[config.mk]
export PLATFORM = sky130hd
export DESIGN_NAME = uart_rx_fifo
export DESIGN_NICKNAME = d
export VERILOG_FILES = /design/src/rtl/uart_rx_fifo.sv
export SDC_FILE = /design/constraint.sdc
export NUM_CORES = 1
export LEC_CHECK = 0
export BUFFER_PORTS_ARGS = -buffer_cell sky130_fd_sc_hd__buf_2
export CORE_MARGIN = 3
export CORE_UTILIZATION = 40
export DETAILED_ROUTE_END_ITERATION = 8
export SKIP_CTS_REPAIR_TIMING = 1
export SYNTH_ARGS = -nofsm -noshare
export SYNTH_HDL_FRONTEND = slang
export SYNTH_SLANG_ARGS = --single-unit
export TNS_END_PERCENT = 30
[constraint.sdc]
create_clock -name i_Clock -period 2.4 [get_ports i_Clock]
set_clock_uncertainty 0.05 [all_clocks]
set_input_delay 0.24 -clock i_Clock [delete_from_list [all_inputs] [get_ports i_Clock]]
set_output_delay 0.24 -clock i_Clock [all_outputs]
set_load 0.01 [all_outputs]
[src/rtl/uart_rx_fifo.sv]
`default_nettype none
// +----------------------------------------------------------------------------+
// | Module   : uart_rx_fifo                                                    |
// | Purpose  : Configurable UART receiver feeding a first-word-fall-through    |
// |            FIFO of characters tagged with parity/framing error flags.      |
// | Options  : UART_RX_MAJORITY_EN - 2-of-3 majority vote on every bit sample. |
// | Revision : 1.0                                                             |
// +----------------------------------------------------------------------------+
module uart_rx_fifo #(
  parameter int CLKS_PER_BIT = 50,
  parameter int DATA_BITS    = 8,
  parameter int PARITY       = 0,
  parameter int STOP_BITS    = 1,
  parameter int FIFO_DEPTH   = 8
) (
  input  logic                          i_Clock,
  input  logic                          reset,
  input  logic                          i_Rx_Serial,
  output logic                          o_Rx_Valid,
  input  logic                          i_Rx_Ready,
  output logic [DATA_BITS-1:0]          o_Rx_Data,
  output logic                          o_Parity_Err,
  output logic                          o_Frame_Err,
  output logic                          o_Overrun,
  input  logic                          i_Clr_Overrun,
  output logic [$clog2(FIFO_DEPTH):0]   o_Fifo_Count,
  output logic                          o_Busy
);

  localparam int c_CNT_W = $clog2(CLKS_PER_BIT) + 1;
  localparam int c_IDX_W = $clog2(DATA_BITS);
  localparam int c_PTR_W = $clog2(FIFO_DEPTH);
  localparam int c_ENT_W = DATA_BITS + 2;

  localparam logic [c_CNT_W-1:0] c_CNT_HALF = c_CNT_W'((CLKS_PER_BIT - 1) / 2);
  localparam logic [c_CNT_W-1:0] c_CNT_LAST = c_CNT_W'(CLKS_PER_BIT - 1);
  localparam logic [c_IDX_W-1:0] c_IDX_LAST = c_IDX_W'(DATA_BITS - 1);
  localparam logic [c_PTR_W:0]   c_FULL_CNT = (c_PTR_W + 1)'(FIFO_DEPTH);

  localparam logic [2:0] c_ST_IDLE  = 3'd0;
  localparam logic [2:0] c_ST_START = 3'd1;
  localparam logic [2:0] c_ST_DATA  = 3'd2;
  localparam logic [2:0] c_ST_PAR   = 3'd3;
  localparam logic [2:0] c_ST_STOP  = 3'd4;
  localparam logic [2:0] c_ST_WAIT  = 3'd5;

  logic                 sync1_q, sync2_q;
  logic [2:0]           state_q, state_d;
  logic [c_CNT_W-1:0]   cnt_q, cnt_d;
  logic [c_IDX_W-1:0]   idx_q, idx_d;
  logic                 stop_q, stop_d;
  logic [DATA_BITS-1:0] data_q, data_d;
  logic                 par_err_q, par_err_d;
  logic                 frame_err_q, frame_err_d;
  logic                 push_q, push_d;

  logic [c_ENT_W-1:0]   mem_q [FIFO_DEPTH];
  logic [c_PTR_W-1:0]   wr_ptr_q, wr_ptr_d;
  logic [c_PTR_W-1:0]   rd_ptr_q, rd_ptr_d;
  logic [c_PTR_W:0]     count_q, count_d;
  logic                 overrun_q, overrun_d;

  logic                 w_line;
  logic                 w_bit;
  logic                 w_tick;
  logic                 w_par_x;
  logic                 w_fe;
  logic                 w_valid;
  logic                 w_full;
  logic                 w_pop;
  logic                 w_wr;
  logic                 w_ovr_set;
  logic [c_ENT_W-1:0]   w_head;

  assign w_line = sync2_q;

`ifdef UART_RX_MAJORITY_EN
  // Vote over line one cycle before, at, and after the sample point; the
  // "after" value is already visible one stage earlier in the synchroniser.
  logic line_d1_q;

  always_ff @(posedge i_Clock) begin
    if (reset) line_d1_q <= 1'b1;
    else       line_d1_q <= sync2_q;
  end

  assign w_bit = (line_d1_q & sync2_q) | (line_d1_q & sync1_q) | (sync2_q & sync1_q);
`else
  assign w_bit = sync2_q;
`endif

  assign w_tick  = (cnt_q == c_CNT_LAST);
  assign w_par_x = (^data_q) ^ w_bit;
  assign w_fe    = frame_err_q | ~w_bit;

  always_ff @(posedge i_Clock) begin
    if (reset) begin
      sync1_q     <= 1'b1;
      sync2_q     <= 1'b1;
      state_q     <= c_ST_IDLE;
      cnt_q       <= '0;
      idx_q       <= '0;
      stop_q      <= 1'b0;
      data_q      <= '0;
      par_err_q   <= 1'b0;
      frame_err_q <= 1'b0;
      push_q      <= 1'b0;
      wr_ptr_q    <= '0;
      rd_ptr_q    <= '0;
      count_q     <= '0;
      overrun_q   <= 1'b0;
    end else begin
      sync1_q     <= i_Rx_Serial;
      sync2_q     <= sync1_q;
      state_q     <= state_d;
      cnt_q       <= cnt_d;
      idx_q       <= idx_d;
      stop_q      <= stop_d;
      data_q      <= data_d;
      par_err_q   <= par_err_d;
      frame_err_q <= frame_err_d;
      push_q      <= push_d;
      wr_ptr_q    <= wr_ptr_d;
      rd_ptr_q    <= rd_ptr_d;
      count_q     <= count_d;
      overrun_q   <= overrun_d;
    end
  end

  always_comb begin
    state_d     = state_q;
    cnt_d       = cnt_q;
    idx_d       = idx_q;
    stop_d      = stop_q;
    data_d      = data_q;
    par_err_d   = par_err_q;
    frame_err_d = frame_err_q;
    push_d      = 1'b0;
    case (state_q)
      c_ST_IDLE: begin
        cnt_d  = '0;
        idx_d  = '0;
        stop_d = 1'b0;
        if (!w_line) begin
          state_d     = c_ST_START;
          par_err_d   = 1'b0;
          frame_err_d = 1'b0;
        end
      end
      c_ST_START: begin
        if (cnt_q == c_CNT_HALF) begin
          cnt_d   = '0;
          state_d = w_bit ? c_ST_IDLE : c_ST_DATA;
        end else begin
          cnt_d = cnt_q + 1'b1;
        end
      end
      c_ST_DATA: begin
        if (w_tick) begin
          cnt_d         = '0;
          data_d[idx_q] = w_bit;
          idx_d         = idx_q + 1'b1;
          if (idx_q == c_IDX_LAST) state_d = (PARITY != 0) ? c_ST_PAR : c_ST_STOP;
        end else begin
          cnt_d = cnt_q + 1'b1;
        end
      end
      c_ST_PAR: begin
        if (w_tick) begin
          cnt_d     = '0;
          par_err_d = (PARITY == 1) ? ~w_par_x : w_par_x;
          state_d   = c_ST_STOP;
        end else begin
          cnt_d = cnt_q + 1'b1;
        end
      end
      c_ST_STOP: begin
        if (w_tick) begin
          cnt_d       = '0;
          frame_err_d = w_fe;
          if (STOP_BITS == 2 && !stop_q) begin
            stop_d = 1'b1;
          end else begin
            push_d  = 1'b1;
            // A zero character with a framing error is a break: hold off
            // until the line idles so the low level is not re-received.
            state_d = (w_fe && data_q == '0) ? c_ST_WAIT : c_ST_IDLE;
          end
        end else begin
          cnt_d = cnt_q + 1'b1;
        end
      end
      c_ST_WAIT: begin
        if (w_line) state_d = c_ST_IDLE;
      end
      default: state_d = c_ST_IDLE;
    endcase
  end

  always_comb begin
    o_Busy = (state_q != c_ST_IDLE);
  end

  assign w_valid   = (count_q != '0);
  assign w_full    = (count_q == c_FULL_CNT);
  assign w_pop     = w_valid & i_Rx_Ready;
  assign w_wr      = push_q & (~w_full | w_pop);
  assign w_ovr_set = push_q & w_full & ~w_pop;
  assign w_head    = mem_q[rd_ptr_q];

  always_ff @(posedge i_Clock) begin
    if (w_wr) mem_q[wr_ptr_q] <= {par_err_q, frame_err_q, data_q};
  end

  always_comb begin
    wr_ptr_d  = w_wr  ? wr_ptr_q + 1'b1 : wr_ptr_q;
    rd_ptr_d  = w_pop ? rd_ptr_q + 1'b1 : rd_ptr_q;
    count_d   = count_q;
    case ({w_wr, w_pop})
      2'b10:   count_d = count_q + 1'b1;
      2'b01:   count_d = count_q - 1'b1;
      default: count_d = count_q;
    endcase
    overrun_d = w_ovr_set ? 1'b1 : (i_Clr_Overrun ? 1'b0 : overrun_q);
  end

  assign o_Rx_Valid   = w_valid;
  assign o_Rx_Data    = w_valid ? w_head[DATA_BITS-1:0] : '0;
  assign o_Frame_Err  = w_valid & w_head[DATA_BITS];
  assign o_Parity_Err = w_valid & w_head[DATA_BITS+1];
  assign o_Overrun    = overrun_q;
  assign o_Fifo_Count = count_q;

endmodule
`default_nettype wire

==> impl_results.md <==
* Maximum Capacitance Violations at 0
* Static leakage at 2.11 nW
* Hpwl dp at 6.64 mm
* Path type of the worst min-delay path: input pin to flop
* CP Launch Type: flop
* Final cycle utilization of the critical path at 93.5%
* Endpoint class of the critical path: output port
* Data arrival time of the critical path at 1.95 ns
* Sequential cell area at 3200 um2
* Portion of total power attributed to the clock network at a little over two fifths
* WP data required at roughly 2.1 ns
* Worst setup slack for register-to-register paths at about 0.23 ns
* Number of unique standard cell types used by synthesis at 48
* Worst min-delay path startpoint: i_Clr_Overrun
* Critical-path cell list: buf_12 -> mux4_2 -> mux2i_1 -> nor2_1 -> buf_2
* Share of power burned in registers at approximately two fifths
* Pwr per Cell Area at around 900 nW/um2
* Total gr overflow at 0
* H-Tree Level Count at 4
* Chip Height at 119 um
* Flip-flop cell with the highest count after synthesis: sky130_fd_sc_hd__edfxtp_1
* Net switching power at approximately 0.0014 W
* Maximum achievable frequency at between 400 and 500 MHz
* Via/cell ratio at 5.24
* Layout Nets at 444
* Path depth of the worst reg2reg path at 7
* Comb pwr share at 16.2%
* Biggest fanout along the worst timing path at 20
* Horizontal die dimension at approximately 120 um
* Worst-path clk slew at 0.05 ns
* Synthesized net count at 403
* Number of clock sinks at 120
* Asr flop ratio synth at 0%
* Overall via count from detail_route at 3,184
* Wire length of the first global-routing pass at 17.2 mm
* Multi-input combinational cell area at 1840 um2
* Outcome: completed
* Total negative slack at 0 ns
* First DRT Iteration DRCs at between 200 and 250
* Clock root buffer: sky130_fd_sc_hd__clkbuf_16
* Slew @ Worst Pin at around 0.49 ns
* Number of antenna violations at the first check in global routing at 0
* Drt wl/cell at 17.1 um
* Core area at 12,300 um2
* Die area at 14,300 um2
* Area delta synth->final at 18.7%
* Highest cell delay on the worst timing path at between 0.5 and 0.6 ns
* Sequential area share after synthesis at between 60% and 70%
* Slowest cell on the critical path: sky130_fd_sc_hd__mux4_2
* ANT nets after route at 0
* Crit Path Category: flop to output port
* Ports at 22
* Final standard cell count with taps included and fillers excluded at 608
* Netlist area before placement at 5150 um2
* Number of warnings printed during yosys synthesis at 0
* Initial core utilization at 41.8%
* Final slew viol count at 0
* Total power at 0.00552 W
* R2r endpoint: cnt_q[3]$_SDFFE_PP0P_
* Count of inserted antenna diode cells at 0
* Final setup violating endpoints at 0
* Maximum clock insertion buffer count at 2
* Switching share of power at 26.2%
* Clock insertion delay at the later pin of the skew report at about 0.40 ns
* Number of global-route vias before repair at 3,241
* Peak supply drop at 0.554 mV
* Flop and latch count out of synthesis at 120
* All-layer global routing usage at between 10% and 20%
* Pin count of the biggest net entering global routing at 25
* Worst Hold Path Cells at 3
* Hold Crit Endpoint: o_Overrun$_SDFFE_PP0P_
* Unrepaired setup endpoints after global routing: false
* Share of cells above drive strength 1 at 21.6%
* CTS tree: yes
* Post-Syn Instances at 386
* Pre-Repair DR Iteration Count at 4
* Int Power at 0.00408 W
* Minimum period implied by the final worst setup slack at 2.24 ns
* Routability cong. at 0.857
* Source of the worst register-to-register timing path: cnt_q[0]$_SDFFE_PP0P_
* Slew headroom at 67.3%
* # fillers at 1,097
* CTS buffer count at 17
* Post-synth EDFFs at 80
* Final Hold Fails at 0
* Cell Count Post-Placement at 575
* Number of remaining DRC errors at 0
* Total routed wirelength at 10.4 mm
* Port Buffers at 21
* Post-Syn Area per Cell at 13.3 um2
* Row Count at 40
-- worst max path at each step --
stage                            endpoint  slack (ns)                    startpoint  depth (start not counted)
floorplan           mem_q[1][0]$_DFFE_PP_       -0.08  o_Fifo_Count[1]$_SDFFE_PP0P_                          5
global placement    cnt_q[3]$_SDFFE_PP0P_        0.33         cnt_q[0]$_SDFFE_PP0P_                          7
CTS                          o_Rx_Data[3]        0.12                          flop                          5
detailed placement  cnt_q[3]$_SDFFE_PP0P_        0.28         cnt_q[0]$_SDFFE_PP0P_                          7
global route                 o_Rx_Data[3]        0.07                          flop                          5
finish                       o_Rx_Data[3]        0.16                          flop                          5
-- sequential cells by signal (all words and copies together), names as in the netlist, named ones only --
signal        count
rd_ptr_q          3
mem_q            80
frame_err_q       1
sync1_q           1
sync2_q           1
wr_ptr_q          3
push_q            1
o_Overrun         1
data_q            8
par_err_q         1
idx_q             3
cnt_q             7
o_Fifo_Count      4
state_q           3
-- cells in the mapped netlist, types with 4 or more instances --
cell                       instances  area share, %
sky130_fd_sc_hd__nor3_1           10           0.97
sky130_fd_sc_hd__dfxtp_1          40             16
sky130_fd_sc_hd__nand3_1           9           0.87
sky130_fd_sc_hd__xor2_1            5           0.85
sky130_fd_sc_hd__or3_1             6           0.73
sky130_fd_sc_hd__edfxtp_1         80             47
sky130_fd_sc_hd__nand2b_1          8           0.97
sky130_fd_sc_hd__ha_1             12            2.9
sky130_fd_sc_hd__o21ai_0          11            1.1
sky130_fd_sc_hd__a21oi_1          13            1.3
sky130_fd_sc_hd__nor2_1           47            3.4
sky130_fd_sc_hd__mux2i_1          20            3.9
sky130_fd_sc_hd__inv_1            16            1.2
sky130_fd_sc_hd__clkbuf_1         12           0.87
sky130_fd_sc_hd__nand2_1          18            1.3
sky130_fd_sc_hd__xnor2_1           5           0.85
sky130_fd_sc_hd__mux4_2           20            8.7
sky130_fd_sc_hd__nor4_1            4           0.49
-- final cells by class --
class / count / share of cell area (%)
tap: 168 / 3.44
multi-input combinational: 234 / 30.0
clock buffer: 18 / 7.02
sequential: 120 / 52.4
timing repair buffer: 38 / 4.05
inverter: 16 / 0.983
clock inverter: 14 / 2.07
-- power groups by stage --
stage	clock (W)	sequential (W)	combinational (W)
after floorplan	0	0.00230	0.000608
after global placement	0	0.00231	0.000897
after detailed placement	0	0.00232	0.000911
after CTS	0.00239	0.00227	0.000913
after global routing	0.00249	0.00228	0.000995
final	0.00235	0.00227	0.000894
-- metrics by stage --
stage	hold slack, ns	area (um2)	util, %	setup slack (ns)
final	0.0428	6110	49.6	0.155
after global routing	0.0498	6110	49.6	0.0716
after CTS	-0.0377	6100	49.6	0.122
after detailed placement	0.356	5550	45.1	0.276
after global placement	0.342	5550	45.1	0.326
after floorplan	0.294	5160	-	-0.0782
-- cell families (layout without fill, tap and decap cells) --
logic type	Yosys count	count (layout)	synth area share, %
mux	41	41	12.8
compound gates	52	52	6.73
buf+inv	32	86	2.40
flops	120	120	62.2
xor+xnor	10	10	1.70
fa+ha+maj	12	12	2.91
simple gates	119	119	11.2
-- placed cells by master (no fill, tap or decap), types with 3 or more instances in the layout --
cell,Yosys,routed
sky130_fd_sc_hd__a21boi_0,3,3
sky130_fd_sc_hd__nor2_1,47,47
sky130_fd_sc_hd__nand2_1,18,18
sky130_fd_sc_hd__mux2i_1,20,20
sky130_fd_sc_hd__nor3_1,10,9
sky130_fd_sc_hd__edfxtp_1,80,80
sky130_fd_sc_hd__nand2b_1,8,8
sky130_fd_sc_hd__inv_1,16,16
sky130_fd_sc_hd__nor4_1,4,3
sky130_fd_sc_hd__xnor2_1,5,5
sky130_fd_sc_hd__and3_1,3,3
sky130_fd_sc_hd__clkinvlp_4,0,4
sky130_fd_sc_hd__or2_2,3,3
sky130_fd_sc_hd__o211ai_1,3,3
sky130_fd_sc_hd__xor2_1,5,5
sky130_fd_sc_hd__buf_2,3,21
sky130_fd_sc_hd__or3_1,6,6
sky130_fd_sc_hd__mux4_2,20,20
sky130_fd_sc_hd__a21oi_1,13,13
sky130_fd_sc_hd__o21ai_0,11,11
sky130_fd_sc_hd__nand4_1,3,3
sky130_fd_sc_hd__dfxtp_1,40,40
sky130_fd_sc_hd__clkbuf_16,0,17
sky130_fd_sc_hd__ha_1,12,12
sky130_fd_sc_hd__clkinv_4,0,4
sky130_fd_sc_hd__buf_4,0,15
sky130_fd_sc_hd__nand3_1,9,9
-- worst max-delay path: cells and delay by family (launching register included) --
kind	cells	cell delay [ns]
simple gates	1	0.06
flops	1	0.35
buf+inv	2	0.35
mux	2	0.78
-- routing by layer --
metal / up-vias / GRT usage [%] / share of wire [%]
met5: - / 0 / 0
met4: 0 / 5.44 / 1.4
met3: 10 / 3.89 / 3.0
met2: 58 / 26.4 / 50
met1: 1576 / 19.8 / 46
li1: 1540 / - / -
Note: power is estimated with default switching activity, not from simulation.
